[src/rtl/ctrl_pkg.sv]
// Shared constants for the teaching-CPU execute/control stage: widths, opcodes, FSM states.
package ctrl_pkg;

  localparam int unsigned DataW = 8;
  localparam int unsigned AddrW = 4;

  localparam logic [3:0] OP_NOP  = 4'h0;
  localparam logic [3:0] OP_LDI  = 4'h1;
  localparam logic [3:0] OP_ADDI = 4'h2;
  localparam logic [3:0] OP_SUBI = 4'h3;
  localparam logic [3:0] OP_ANDI = 4'h4;
  localparam logic [3:0] OP_LDC  = 4'h5;
  localparam logic [3:0] OP_DJNZ = 4'h6;
  localparam logic [3:0] OP_JMP  = 4'h7;
  localparam logic [3:0] OP_JZ   = 4'h8;
  localparam logic [3:0] OP_JC   = 4'h9;
  localparam logic [3:0] OP_HLT  = 4'hF;

  typedef enum logic [1:0] {
    RUN   = 2'd0,
    FLUSH = 2'd1,
    HALT  = 2'd2
  } state_e;

endpackage

[src/rtl/ctrl_alu.sv]
// Combinational accumulator datapath: computes next acc/Z/C and their write enables.
module ctrl_alu
  import ctrl_pkg::*;
(
  input  logic [DataW-1:0] acc_i,
  input  logic [3:0]       imm_i,
  input  logic [3:0]       op_i,
  output logic [DataW-1:0] acc_o,
  output logic             z_o,
  output logic             c_o,
  output logic             we_o,
  output logic             c_we_o
);

  logic [DataW-1:0] imm_ext;
  logic [DataW:0]   sum;

  assign imm_ext = {4'h0, imm_i};
  assign sum     = {1'b0, acc_i} + {1'b0, imm_ext};

  always_comb begin
    acc_o  = acc_i;
    c_o    = 1'b0;
    we_o   = 1'b0;
    c_we_o = 1'b0;
    case (op_i)
      OP_LDI: begin
        acc_o  = imm_ext;
        we_o   = 1'b1;
        c_we_o = 1'b1;
      end
      OP_ADDI: begin
        acc_o  = sum[DataW-1:0];
        c_o    = sum[DataW];
        we_o   = 1'b1;
        c_we_o = 1'b1;
      end
      OP_SUBI: begin
        acc_o  = acc_i - imm_ext;
        c_o    = imm_ext > acc_i;
        we_o   = 1'b1;
        c_we_o = 1'b1;
      end
      // ANDI leaves carry untouched, so only the acc/Z enable is raised.
      OP_ANDI: begin
        acc_o = acc_i & imm_ext;
        we_o  = 1'b1;
      end
      default: ;
    endcase
    z_o = (acc_o == '0);
  end

endmodule

[src/rtl/control_unit.sv]
// Execute/control stage: decode, accumulator/flag update, branch generation and RUN/FLUSH/HALT FSM.
// Define CTRL_LOOP_EN to build the LDC/DJNZ loop counter; otherwise those opcodes act as NOP.
module control_unit
  import ctrl_pkg::*;
(
  input  logic             clk,
  input  logic             rst,
  input  logic [DataW-1:0] instruction,
  output logic             branch,
  output logic [AddrW-1:0] branchaddress,
  output logic [DataW-1:0] acc,
  output logic             zflag,
  output logic             cflag,
  output logic             halted
);

  state_e           state_q, state_d;
  logic [DataW-1:0] acc_q, acc_d;
  logic             z_q, z_d;
  logic             c_q, c_d;
  logic             branch_q, branch_d;
  logic [AddrW-1:0] baddr_q, baddr_d;
  logic             halted_q, halted_d;
  logic             taken;

  logic [3:0] opcode;
  logic [3:0] imm;

  logic [DataW-1:0] alu_acc;
  logic             alu_z, alu_c, alu_we, alu_c_we;

`ifdef CTRL_LOOP_EN
  logic [3:0] cnt_q, cnt_d, cnt_dec;
  assign cnt_dec = cnt_q - 4'd1;
`endif

  assign opcode = instruction[7:4];
  assign imm    = instruction[3:0];

  ctrl_alu u_alu (
    .acc_i  (acc_q),
    .imm_i  (imm),
    .op_i   (opcode),
    .acc_o  (alu_acc),
    .z_o    (alu_z),
    .c_o    (alu_c),
    .we_o   (alu_we),
    .c_we_o (alu_c_we)
  );

  always_comb begin
    state_d  = state_q;
    acc_d    = acc_q;
    z_d      = z_q;
    c_d      = c_q;
    branch_d = 1'b0;
    baddr_d  = baddr_q;
    halted_d = halted_q;
    taken    = 1'b0;
`ifdef CTRL_LOOP_EN
    cnt_d    = cnt_q;
`endif
    case (state_q)
      RUN: begin
        if (alu_we) begin
          acc_d = alu_acc;
          z_d   = alu_z;
        end
        if (alu_c_we) c_d = alu_c;
        case (opcode)
`ifdef CTRL_LOOP_EN
          OP_LDC:  cnt_d = imm;
          OP_DJNZ: begin
            cnt_d = cnt_dec;
            taken = (cnt_dec != 4'd0);
          end
`endif
          OP_JMP: taken = 1'b1;
          OP_JZ:  taken = z_q;
          OP_JC:  taken = c_q;
          OP_HLT: begin
            state_d  = HALT;
            halted_d = 1'b1;
          end
          default: ;
        endcase
        if (taken) begin
          branch_d = 1'b1;
          baddr_d  = imm;
          state_d  = FLUSH;
        end
      end
      // The word fetched after a taken branch is the wrong path; drop it.
      FLUSH:   state_d = RUN;
      HALT:    state_d = HALT;
      default: state_d = RUN;
    endcase
  end

  always_ff @(posedge clk or posedge rst) begin
    if (rst) begin
      state_q  <= RUN;
      acc_q    <= '0;
      z_q      <= 1'b0;
      c_q      <= 1'b0;
      branch_q <= 1'b0;
      baddr_q  <= '0;
      halted_q <= 1'b0;
`ifdef CTRL_LOOP_EN
      cnt_q    <= 4'd0;
`endif
    end else begin
      state_q  <= state_d;
      acc_q    <= acc_d;
      z_q      <= z_d;
      c_q      <= c_d;
      branch_q <= branch_d;
      baddr_q  <= baddr_d;
      halted_q <= halted_d;
`ifdef CTRL_LOOP_EN
      cnt_q    <= cnt_d;
`endif
    end
  end

  assign branch        = branch_q;
  assign branchaddress = baddr_q;
  assign acc           = acc_q;
  assign zflag         = z_q;
  assign cflag         = c_q;
  assign halted        = halted_q;

endmodule

[config.mk]
export PLATFORM = sky130hd
export DESIGN_NAME = control_unit
export DESIGN_NICKNAME = d
export VERILOG_FILES = /design/src/rtl/ctrl_pkg.sv /design/src/rtl/ctrl_alu.sv /design/src/rtl/control_unit.sv
export SDC_FILE = /design/constraint.sdc
export NUM_CORES = 1
export LEC_CHECK = 0
export CAP_MARGIN = 15
export CORE_UTILIZATION = 35
export CTS_CLUSTER_DIAMETER = 100
export DETAILED_ROUTE_END_ITERATION = 8
export DONT_BUFFER_PORTS = 1
export GPL_ROUTABILITY_DRIVEN = 0
export HOLD_SLACK_MARGIN = 0.1
export REMOVE_ABC_BUFFERS = 1
export SLEW_MARGIN = 20
export SYNTH_ARGS = -nofsm -noshare
export SYNTH_HDL_FRONTEND = slang
export SYNTH_SLANG_ARGS = --single-unit
[constraint.sdc]
create_clock -name clk -period 2.8 [get_ports clk]
set_clock_uncertainty 0.1 [all_clocks]
set_input_delay 0.28 -clock clk [delete_from_list [all_inputs] [get_ports clk]]
set_output_delay 0.28 -clock clk [all_outputs]
set_load 0.02 [all_outputs]
# Word level (Yosys, flattened, before mapping)
# Cells that the tools add are included.
# totals
mem_count	0
mem_bits_ro	0
mem_bits_rw	0
latch_bits	0
word_cells	40
register_bits	18
input_bits	10
# op_classes
n_shift	0
reduce_logical	8
n_eq_ne	10
mux	11
add_sub_neg	2
magnitude_cmp	1
div_mod_pow	0
bitwise_logic	1
mul	0
# ops
cell	count
$pmux 8 s4	1
$eq 4x4->1 const B	3
$add 8x4->9	1
$and 8x4->8	1
$eq 4x2->1 const B	2
$eq 4x3->1 const B	2
$gt 4x8->1	1
$logic_not 8->1	1
$reduce_and 2->1	4
$sub 8x4->8	1
$mux 1	5
$eq 4x1->1 const B	1
$mux 2	2
$pmux 2 s2	1
$reduce_or 4->1	1
$ne 3x1->1 const B	1
$pmux 1 s3	1
$reduce_or 3->1	1
$eq 2x2->1 const B	1
$logic_not 2->1	1
$pmux 1 s2	1

# Logic depth before layout (Yosys ltp)
# Gate-level depths: netlist of run 1.
# depth
ltp_word	5
mapped_depth	10

# By module
# Synthesis of run 1 repeated with hierarchy kept, for this count alone.
# unflattened
hier_cells	179
area_unflattened_um2	1675.4
# modules_own_cells
module	area_per_inst_um2	cells_each	instances
control_unit	875.8	69	1
ctrl_alu	799.5	110	1

# Worst setup path after synthesis of run 1
# OpenSTA, ideal clock, no wires.
# synth_timing
kind	flip-flop to flip-flop
from	reg acc_q[0], in the netlist acc[0]
to	reg z_q, in the netlist zflag
stages_incl_launch_ff	11
setup_ns	0.067
required_time_ns	2.633
t_arrival_ns	2.470
synth_period_minus_slack_ns	2.637
path_slack_ns	0.163
cell_sequence	dfrtp_1 -> inv_1 -> ha_1 -> fa_1 -> mux2_1 -> a211oi_1 -> or3_4 -> o21a_1 -> o22a_1 -> nor4_1 -> a32o_1
# synth_via
elab_chain_len	3
word_cells_on_any_way	5
classes_between	2 x add/sub; 1 x mux; 1 x bitwise; 1 x reduce/logical
# synth_lines
item	line_no	text
start: declaration	control_unit.sv:18	logic [DataW-1:0] acc_q, acc_d;
start signal: assignment	control_unit.sv:103	acc_q <= '0;
start signal: assignment	control_unit.sv:114	acc_q <= acc_d;
$sub 8x4->8, or another cell as far along	ctrl_alu.sv:39	acc_o = acc_i - imm_ext;
$pmux 8 s4 (*)	ctrl_alu.sv:26	case (op_i)
$logic_not 8->1 (*)	ctrl_alu.sv:51	z_o = (acc_o == '0);
end signal: assignment	control_unit.sv:115	z_q <= z_d;
end: declaration	control_unit.sv:19	logic z_q, z_d;
# Mark *: on every way between the ends. The rest lies on a longest branch, timed or not.
# A chain may end at the register's enable or synchronous reset.

# Final worst setup path of run 1
# Same ends and word-level chain as after synthesis.

==> qor.yml, run 1 <==
cells_and_area:
  num-nets-final: 193
  drive_above_1_share: 0.08187
  area_growth_pct: 10.37
  antennaDiodeCount: 0
  fin_cells: 219
yosys:
  synthTopCellsByArea: "dfrtp_1 32%, ha_1 8.0%, nand2_1 4.8%, o21ai_0 4.6%, inv_1 3.5%"
  netlist_instances: 168
  synthTopCellsByCount: "18 x dfrtp_1, 18 x nand2_1, 13 x inv_1, 13 x nor2_1, 13 x o21ai_0"
  seq_area_frac_synth: 0.3217
  async_flop_share: 1.000
  yosysUniqueCellTypes: 46
  synth_top_area_cell: "dfrtp_1"
  ys_seq_elements: 18
  synthesis.area_um2: 1400
  synth.avg_cell_area_um2: 8.334
  synth_edf_count: 0
  synthDominantCellAreaShare: 0.3217
  synth_flop_cell: "dfrtp_1"
  ys.warnings.count: 0
setup_path:
  critPathMaxFanout: 3
  r2r_start: "acc[0]$_DFFE_PP0P_"
  setup.worst_path.end_class: "register"
  r2r_slack_ns: 0.16
  rr_worst_depth: 10
  required_ns: 2.89
  start_kind: "register"
  worstPathArrival_ns: 2.74
  critPathKind: "register to register"
  reg2reg_to: "zflag$_DFFE_PP0P_"
power_and_ir_drop:
  cellLeakagePower_nw: 0.6980
  power_density_nw_per_um2: 354.3
  peakVddDrop_mv: 0.1670
clocking:
  cts_tree: "yes"
  numCtsBuffers: 3
  cts_root_buffer: "clkbuf_8"
  ctsHtreeMaxLevel: 1
  cts_sinks: 18
  insertion_delay_ns: 0.26
  cts.path.max_buffers: 2
  cts.clk_slew.worst_paths_ns: 0.07
timing:
  finalSetupTns_ns: 0
  slew_headroom: 0.5198
  fin_crit_sh: 0.9441
  rsz0062_at_grt: "false"
  setup_viol: 0
  post-route-min-period_ns: 2.643
  fmax_ghz: 0.3783
  slew_violations: 0
  hold_viol: 0
  worst_pin_slew_ns: 0.7196
die:
  rows: 22
  core_area_um2: 3744
  die_w_um: 65.25
  die_y_um: 65.25
  initial_utilization: 0.3740
  die_area_um2: 4257
  io_pins: 26
detailed_routing:
  drtIter0Drc: 81
  routed_wl_mm: 3.604
  avgViaCountPerCell: 5.776
  vias: 1265
  dr.pass1.iters: 4
  wire_per_inst_um: 16.46
  drc: 0
  antenna_left: 0
global_route:
  grt-ovfl-total: 0
  grt_pass1_wl_mm: 6.072
  grt_max_degree: 19
  antenna_found_initial: 0
  grt_pass1_vias: 1285
  track_usage: 0.1859
worst_hold_path:
  hold_depth: 2
  hp-start: "instruction[5]"
  min_path_type: "input port to register"
  holdPathEnd: "halted$_DFFE_PP0P_"
placement:
  dp.final_hpwl_mm: 2.745
  port_buffers: 0
  dp_cells: 212
outcome:
  status: "finished clean"
job:
  cap_violations: 0
==> critical path, cell delays in order, from the launching register on <==
cell	delay [ns]
dfrtp_1	0.38
inv_1	0.09
ha_1	0.20
fa_1	0.47
mux2_1	0.12
a211oi_1	0.06
or3_4	0.39
o21a_1	0.11
o22a_1	0.20
nor4_2	0.26
a32o_1	0.20
==> flip-flops by register name, indices dropped and copies added (netlist names) <==
| register | flops |
|---|---|
| branch | 1 |
| cflag | 1 |
| acc | 8 |
| branchaddress | 4 |
| state_q | 2 |
| zflag | 1 |
| halted | 1 |
==> per-layer routing <==
metal | wire, um | global-route usage | share of wire | vias to the layer above
met2 | 1667 | 0.3106 | 0.46 | 40
met5 | 0 | 0 | 0 | -
li1 | - | - | - | 596
met3 | 219 | 0.04514 | 0.061 | 7
met1 | 1664 | 0.2409 | 0.46 | 622
met4 | 52 | 0.04076 | 0.014 | 0
==> cells by family (layout without fill, tap and decap cells) <==
group | Yosys count | after routing | share of synthesized area
AOI/OAI and AO/OA | 48 | 48 | 0.2207
DFF | 18 | 18 | 0.3217
muxes | 6 | 6 | 0.04647
and+or+nand+nor | 62 | 62 | 0.2279
xor gates and xnor gates | 3 | 3 | 0.01877
buffers and inverters | 20 | 23 | 0.05541
adders and majority gates | 11 | 11 | 0.1090
==> how the worst max path moves through the flow <==
| stage | start | endpoint | slack [ns] |
|---|---|---|---|
| 2_1_floorplan | acc[0]$_DFFE_PP0P_ | zflag$_DFFE_PP0P_ | 0.16 |
| 3_3_place_gp | acc[0]$_DFFE_PP0P_ | zflag$_DFFE_PP0P_ | 0.24 |
| 3_5_place_dp | acc[0]$_DFFE_PP0P_ | zflag$_DFFE_PP0P_ | 0.16 |
| 4_1_cts | acc[0]$_DFFE_PP0P_ | zflag$_DFFE_PP0P_ | 0.12 |
| 5_1_grt | acc[0]$_DFFE_PP0P_ | zflag$_DFFE_PP0P_ | 0.008 |
| 6_report | acc[0]$_DFFE_PP0P_ | zflag$_DFFE_PP0P_ | 0.16 |
==> timing repair <==
action                                  CTS  global route
endpoints found under the hold margin    19             0
gates resized for setup                   0             2
setup buffers                             0             1
endpoints found under the setup margin    0             1
hold buffers                              2             0
==> power by group <==
part           total (W)  internal (W)  switching (W)
Sequential      0.000260      0.000260              0
Combinational  0.0000685     0.0000294      0.0000391
Clock           0.000219      0.000125      0.0000942
==> layout make-up <==
class / count / area [um2]
Fill cell: 402 / 2198
Sequential cell: 18 / 450.4
Timing Repair Buffer: 6 / 50.05
Inverter: 13 / 48.80
Clock buffer: 4 / 55.05
Tap cell: 48 / 60.06
Multi-Input combinational cell: 130 / 880.8
==> cells in the final DEF, fill, tap and decap left out, drive strengths merged, types with 3 or more instances in the layout <==
master,n
nand2,18
dfrtp,18
o21ai,15
nor2,13
inv,13
a21oi,9
ha,9
nor2b,7
nor3,4
a31oi,4
clkbuf,4
buf,4
mux2,4
nor3b,3
o21bai,3
nand2b,3
nand3,3
==> per-stage QoR <==
step                cell area (um2)  hold slack (ns)    util  setup WS (ns)  total power [W]
CTS                            1529           0.1096  0.4084         0.1169        0.0005486
finish                         1545           0.1091  0.4128         0.1566        0.0005475
global placement               1454           0.2202  0.3884         0.2368        0.0003284
detailed placement             1454           0.2315  0.3884         0.1594        0.0003300
global route                   1545           0.1377  0.4128       0.008035        0.0005709
floorplan                      1371           0.1186       -         0.1631        0.0003160
Note: power is estimated with default switching activity, not from simulation.
==> inputs of run 2 (changes only) <==
Settings changed: CORE_UTILIZATION 35 to 57, PLACE_DENSITY from default to 0.72.
==> qor.yml, run 2 (synthesis gave the netlist of run 1 again) <==
outcome:
  status: "finished clean"
timing:
  hold_viol: 0  # unchanged
  post-route-min-period_ns: 2.700  # +0.05710 ns
  slew_violations: 0  # unchanged
  fmax_ghz: 0.3703  # -2.1%
  rsz0062_at_grt: "false"
  worst_pin_slew_ns: 0.7182  # -0.001358 ns
  slew_headroom: 0.5207  # +0.0009060
  fin_crit_sh: 0.9645  # +0.02039
  setup_viol: 0  # unchanged
  finalSetupTns_ns: 0  # unchanged
detailed_routing:
  avgViaCountPerCell: 6.308  # +9.2%
  dr.pass1.iters: 5  # +1
  drc: 0  # unchanged
  wire_per_inst_um: 17.86  # +8.5%
  routed_wl_mm: 3.589  # -0.42%
  antenna_left: 0  # unchanged
  drtIter0Drc: 64  # -21%
  vias: 1268  # +0.24%
power_and_ir_drop:
  p_sw_w: 0.0001259  # -5.5%
  power.share.clock: 0.333  # -0.067
  peakVddDrop_mv: 0.1501  # -10%
  comb_power_share: 0.144  # +0.019
  power_density_nw_per_um2: 326.4  # -7.9%
  intPower_w: 0.0003706  # -11%
  power.total_w: 0.0004965  # -9.3%
  cellLeakagePower_nw: 0.6959  # -0.30%
  sw_frac_of_total: 0.2536  # +0.01026
  share_seq_of_total_power: 0.523  # +0.049
clocking:
  insertion_delay_ns: 0.30  # +0.04 ns
  numCtsBuffers: 3  # unchanged
  cts_root_buffer: "clkbuf_4"
  cts.path.max_buffers: 2  # unchanged
  cts_sinks: 18  # unchanged
  cts.clk_slew.worst_paths_ns: 0.11  # +0.04 ns
  cts_tree: "yes"
  ctsHtreeMaxLevel: 1  # unchanged
setup_path:
  start_kind: "register"
  required_ns: 2.94  # +0.05 ns
  r2r_start: "acc[0]$_DFFE_PP0P_"
  crit_start: "acc[0]$_DFFE_PP0P_"
  reg2reg_to: "zflag$_DFFE_PP0P_"
  worstPathArrival_ns: 2.84  # +0.10 ns
  rr_worst_depth: 10  # unchanged
  critPathKind: "register to register"
  setup.worst_path.end_class: "register"
  r2r_slack_ns: 0.1  # -0.06 ns
  critPathMaxFanout: 3  # unchanged
cells_and_area:
  drive_above_1_share: 0.06936  # -0.01251
  postLayoutCoreUtil: 0.6748  # +0.2620
  seq_area_um2: 450.4  # unchanged
  area_growth_pct: 8.668
  antennaDiodeCount: 0  # unchanged
  num-fill-cells: 197  # -51%
  final_cell_mix: "18 x nand2_1, 18 x dfrtp_1, 13 x nor2_1, 13 x inv_1, 13 x o21ai_0"
  multi_input_area_um2: 878.3  # -0.28%
  design_area_um2: 1521  # -1.5%
  num-nets-final: 195  # +1.0%
  largest_register_ffs: 8  # unchanged
  fin_cells: 201  # -8.2%
placement:
  dp.final_hpwl_mm: 2.548  # -7.2%
  port_buffers: 0  # unchanged
  dp_cells: 191  # -9.9%
  placed_cell_area_um2: 1421  # -2.2%
die:
  die_y_um: 51.56  # -21%
  core_area_um2: 2255  # -40%
  die_area_um2: 2658  # -38%
  rows: 17  # -23%
  io_pins: 26  # unchanged
  initial_utilization: 0.6210  # +0.2470
  die_w_um: 51.56  # -21%
worst_hold_path:
  holdPathEnd: "branchaddress[3]$_DFFE_PP0P_"
  hold_depth: 2  # unchanged
  hp-start: "instruction[3]"
  min_path_type: "input port to register"
global_route:
  grt_max_degree: 19  # unchanged
  antenna_found_initial: 0  # unchanged
  track_usage: 0.2874  # +0.1015
  grt_pass1_vias: 1209  # -5.9%
  grt-ovfl-total: 0  # unchanged
  grt_pass1_wl_mm: 5.554  # -8.5%
job:
  cap_violations: 0  # unchanged
==> run 2: how the worst max path moves through the flow <==
stage,cells past startpoint,to,slack [ns]
6_report,10,zflag$_DFFE_PP0P_,0.1
5_1_grt,10,zflag$_DFFE_PP0P_,0.003
4_1_cts,10,zflag$_DFFE_PP0P_,0.11
3_5_place_dp,10,zflag$_DFFE_PP0P_,0.14
3_3_place_gp,10,zflag$_DFFE_PP0P_,0.26
2_1_floorplan,10,zflag$_DFFE_PP0P_,0.16
==> run 2: timing repair <==
item                                   CTS  global route
endpoints found under the hold margin   22             0
setup buffers                            0             1
gates resized for setup                  0             1
setup endpoints to repair                0             1
hold buffers                             5             0
==> run 2: through the flow <==
stage | setup WS (ns) | hold WS [ns]
detailed placement | 0.1400 | 0.2133
floorplan | 0.1631 | 0.1186
global route | 0.002993 | 0.1282
CTS | 0.1103 | 0.1053
global placement | 0.2616 | 0.2110
finish | 0.09953 | 0.1119
==> run 2: power groups by stage <==
stage | registers [W] | logic (W) | clock network [W]
6_report | 0.000260 | 0.0000714 | 0.000165
5_1_grt | 0.000260 | 0.0000792 | 0.000179
4_1_cts | 0.000260 | 0.0000694 | 0.000171
3_5_place_dp | 0.000265 | 0.0000636 | 0
3_3_place_gp | 0.000265 | 0.0000621 | 0
2_1_floorplan | 0.000265 | 0.0000511 | 0
==> run 2: final cells by class <==
cell class	instances	share of cell area
tap	28	0.02303
inverter	13	0.03207
clock buffer	4	0.02385
multi-input combinational	130	0.5773
timing repair buffer	8	0.04770
sequential	18	0.2961
==> run 2: metal layers <==
metal | vias up | track usage | routed length [um]
met2 | 68 | 0.4978 | 1797
met3 | 7 | 0.05263 | 277
met5 | - | 0 | 0
met1 | 588 | 0.3657 | 1460
li1 | 605 | - | -
met4 | 0 | 0.07658 | 54
==> run 2: worst max-delay path: stages (launching register included) <==
cell	delay, ns
dfrtp_1	0.39
inv_1	0.09
ha_1	0.21
fa_1	0.49
mux2_1	0.13
a211oi_1	0.06
or3_4	0.39
o21a_1	0.12
o22a_1	0.21
nor4_2	0.26
a32o_1	0.20
==> inputs of run 3 (changes only) <==
Settings changed: CORE_UTILIZATION 57 to 55, PLACE_DENSITY 0.72 to 0.7.
==> qor.yml, run 3 (synthesis gave the netlist of run 1 again) <==
detailed_routing:
  antenna_left: 0  # unchanged
  routed_wl_mm: 3.575  # -0.39%
  wire_per_inst_um: 17.70  # -0.88%
  dr.pass1.iters: 4  # -1
  drtIter0Drc: 74  # +16%
  drc: 0  # unchanged
  vias: 1301  # +2.6%
  avgViaCountPerCell: 6.441  # +2.1%
clocking:
  numCtsBuffers: 3  # unchanged
  cts_root_buffer: "clkbuf_4"
  cts.path.max_buffers: 2  # unchanged
  ctsHtreeMaxLevel: 1  # unchanged
  insertion_delay_ns: 0.31  # about the same
  cts_sinks: 18  # unchanged
  cts.clk_slew.worst_paths_ns: 0.13  # +0.02 ns
  cts_tree: "yes"
  cts-resized-gates: 0  # unchanged
die:
  die_y_um: 52.46  # +1.7%
  die_area_um2: 2752  # +3.5%
  io_pins: 26  # unchanged
  rows: 17  # unchanged
  core_area_um2: 2297  # +1.9%
  die_w_um: 52.46  # +1.7%
  initial_utilization: 0.6095  # -0.01150
global_route:
  grt_pass1_vias: 1209  # unchanged
  antenna_found_initial: 0  # unchanged
  grt-ovfl-total: 0  # unchanged
  track_usage: 0.2898  # +0.002404
  grt_max_degree: 19  # unchanged
  grt_pass1_wl_mm: 5.747  # +3.5%
power_and_ir_drop:
  p_sw_w: 0.0001322  # +5.0%
  peakVddDrop_mv: 0.2419  # +61%
  power_density_nw_per_um2: 330.2  # +1.2%
  share_seq_of_total_power: 0.516  # -0.007
  intPower_w: 0.0003715  # +0.24%
  sw_frac_of_total: 0.2624  # +0.008799
  cellLeakagePower_nw: 0.7010  # +0.73%
  comb_power_share: 0.141  # -0.003
  power.share.clock: 0.343  # +0.010
setup_path:
  critPathKind: "register to register"
  r2r_slack_ns: 0.11  # about the same
  start_kind: "register"
  setup.worst_path.end_class: "register"
  reg2reg_to: "zflag$_DFFE_PP0P_"
  required_ns: 2.96  # +0.02 ns
  worstPathArrival_ns: 2.85  # about the same
  critPathMaxFanout: 3  # unchanged
  endpoint: "zflag$_DFFE_PP0P_"
  rr_worst_depth: 10  # unchanged
  crit_start: "acc[0]$_DFFE_PP0P_"
  r2r_start: "acc[0]$_DFFE_PP0P_"
timing:
  slew_violations: 0  # unchanged
  post-route-min-period_ns: 2.693  # -0.007567 ns
  fmax_ghz: 0.3713  # +0.28%
  finalSetupTns_ns: 0  # unchanged
  worst_pin_slew_ns: 0.7115  # -0.006719 ns
  fin_crit_sh: 0.9618  # -0.002703
  setup_viol: 0  # unchanged
  slew_headroom: 0.5252  # +0.004485
  hold_viol: 0  # unchanged
  rsz0062_at_grt: "false"
job:
  cap_violations: 0  # unchanged
outcome:
  status: "finished clean"
cells_and_area:
  area_growth_pct: 8.936
  num-fill-cells: 188  # -4.6%
  design_area_um2: 1525  # +0.25%
  largest_register_ffs: 8  # unchanged
  final_cell_mix: "18 x nand2_1, 18 x dfrtp_1, 13 x nor2_1, 13 x inv_1, 13 x o21ai_0"
  num-nets-final: 196  # +0.51%
  antennaDiodeCount: 0  # unchanged
  drive_above_1_share: 0.06322  # -0.006146
placement:
  port_buffers: 0  # unchanged
  placed_cell_area_um2: 1429  # +0.53%
  dp.final_hpwl_mm: 2.602  # +2.1%
worst_hold_path:
  min_path_type: "input port to register"
run 3: power by group through the flow:
stage	Combinational [W]	Sequential, W	Clock (W)
global placement	0.0000623	0.000265	0
CTS	0.0000707	0.000260	0.000176
global route	0.0000788	0.000260	0.000190
detailed placement	0.0000640	0.000265	0
finish	0.0000712	0.000260	0.000173
floorplan	0.0000511	0.000265	0
run 3: how the worst min path moves through the flow:
stage / startpoint / endpoint / slack [ns] / cells past startpoint
detailed placement: rst / branchaddress[1]$_DFFE_PP0P_ / 0.22 / 1
global placement: rst / branch$_DFF_PP0_ / 0.21 / 1
CTS: instruction[5] / acc[0]$_DFFE_PP0P_ / 0.10 / 3
floorplan: rst / acc[0]$_DFFE_PP0P_ / 0.12 / 1
global route: instruction[5] / acc[0]$_DFFE_PP0P_ / 0.12 / 3
finish: instruction[5] / acc[0]$_DFFE_PP0P_ / 0.11 / 3
run 3: through the flow:
step                      hold WS (ns)  total power (W)  instances  setup WS, ns    util
after floorplan                 0.1186        0.0003160        161        0.1631       -
after global placement          0.2132        0.0003271        192        0.2297  0.6220
after detailed placement        0.2226        0.0003289        192        0.1519  0.6220
after CTS                       0.1028        0.0005061        202        0.1126  0.6639
after global routing            0.1161        0.0005287        202       0.01057  0.6639
final                           0.1091        0.0005037        202        0.1071  0.6639
run 3: final cells by class:
type,instances,area [um2],area share
repair buffers,9,82.58,0.05414
multi-input cells,130,872.1,0.5718
well taps,28,35.03,0.02297
inverters,13,48.80,0.03199
flip-flops and latches,18,450.4,0.2953
clock buffers,4,36.28,0.02379
run 3: metal layers:
metal | track usage | vias to the layer above | wire [um] | part of all wire
li1 | - | 603 | - | -
met1 | 0.3673 | 620 | 1455 | 0.41
met2 | 0.4937 | 70 | 1756 | 0.49
met3 | 0.03478 | 8 | 297 | 0.083
met4 | 0.1184 | 0 | 65 | 0.018
met5 | 0 | - | 0 | 0
run 3: what timing repair did:
item                      CTS  global route
hold buffers                6             0
setup buffers               0             0
hold endpoints to repair   23             0
run 3: worst max-delay path, cell delays in order (launching register included):
cell and delay (ns):
dfrtp_1 0.40, inv_1 0.09, ha_1 0.20, fa_1 0.48, mux2_1 0.13, a211oi_1 0.07, or3_4 0.39, o21a_1 0.11
o22a_1 0.19, nor4_1 0.28, a32o_1 0.20
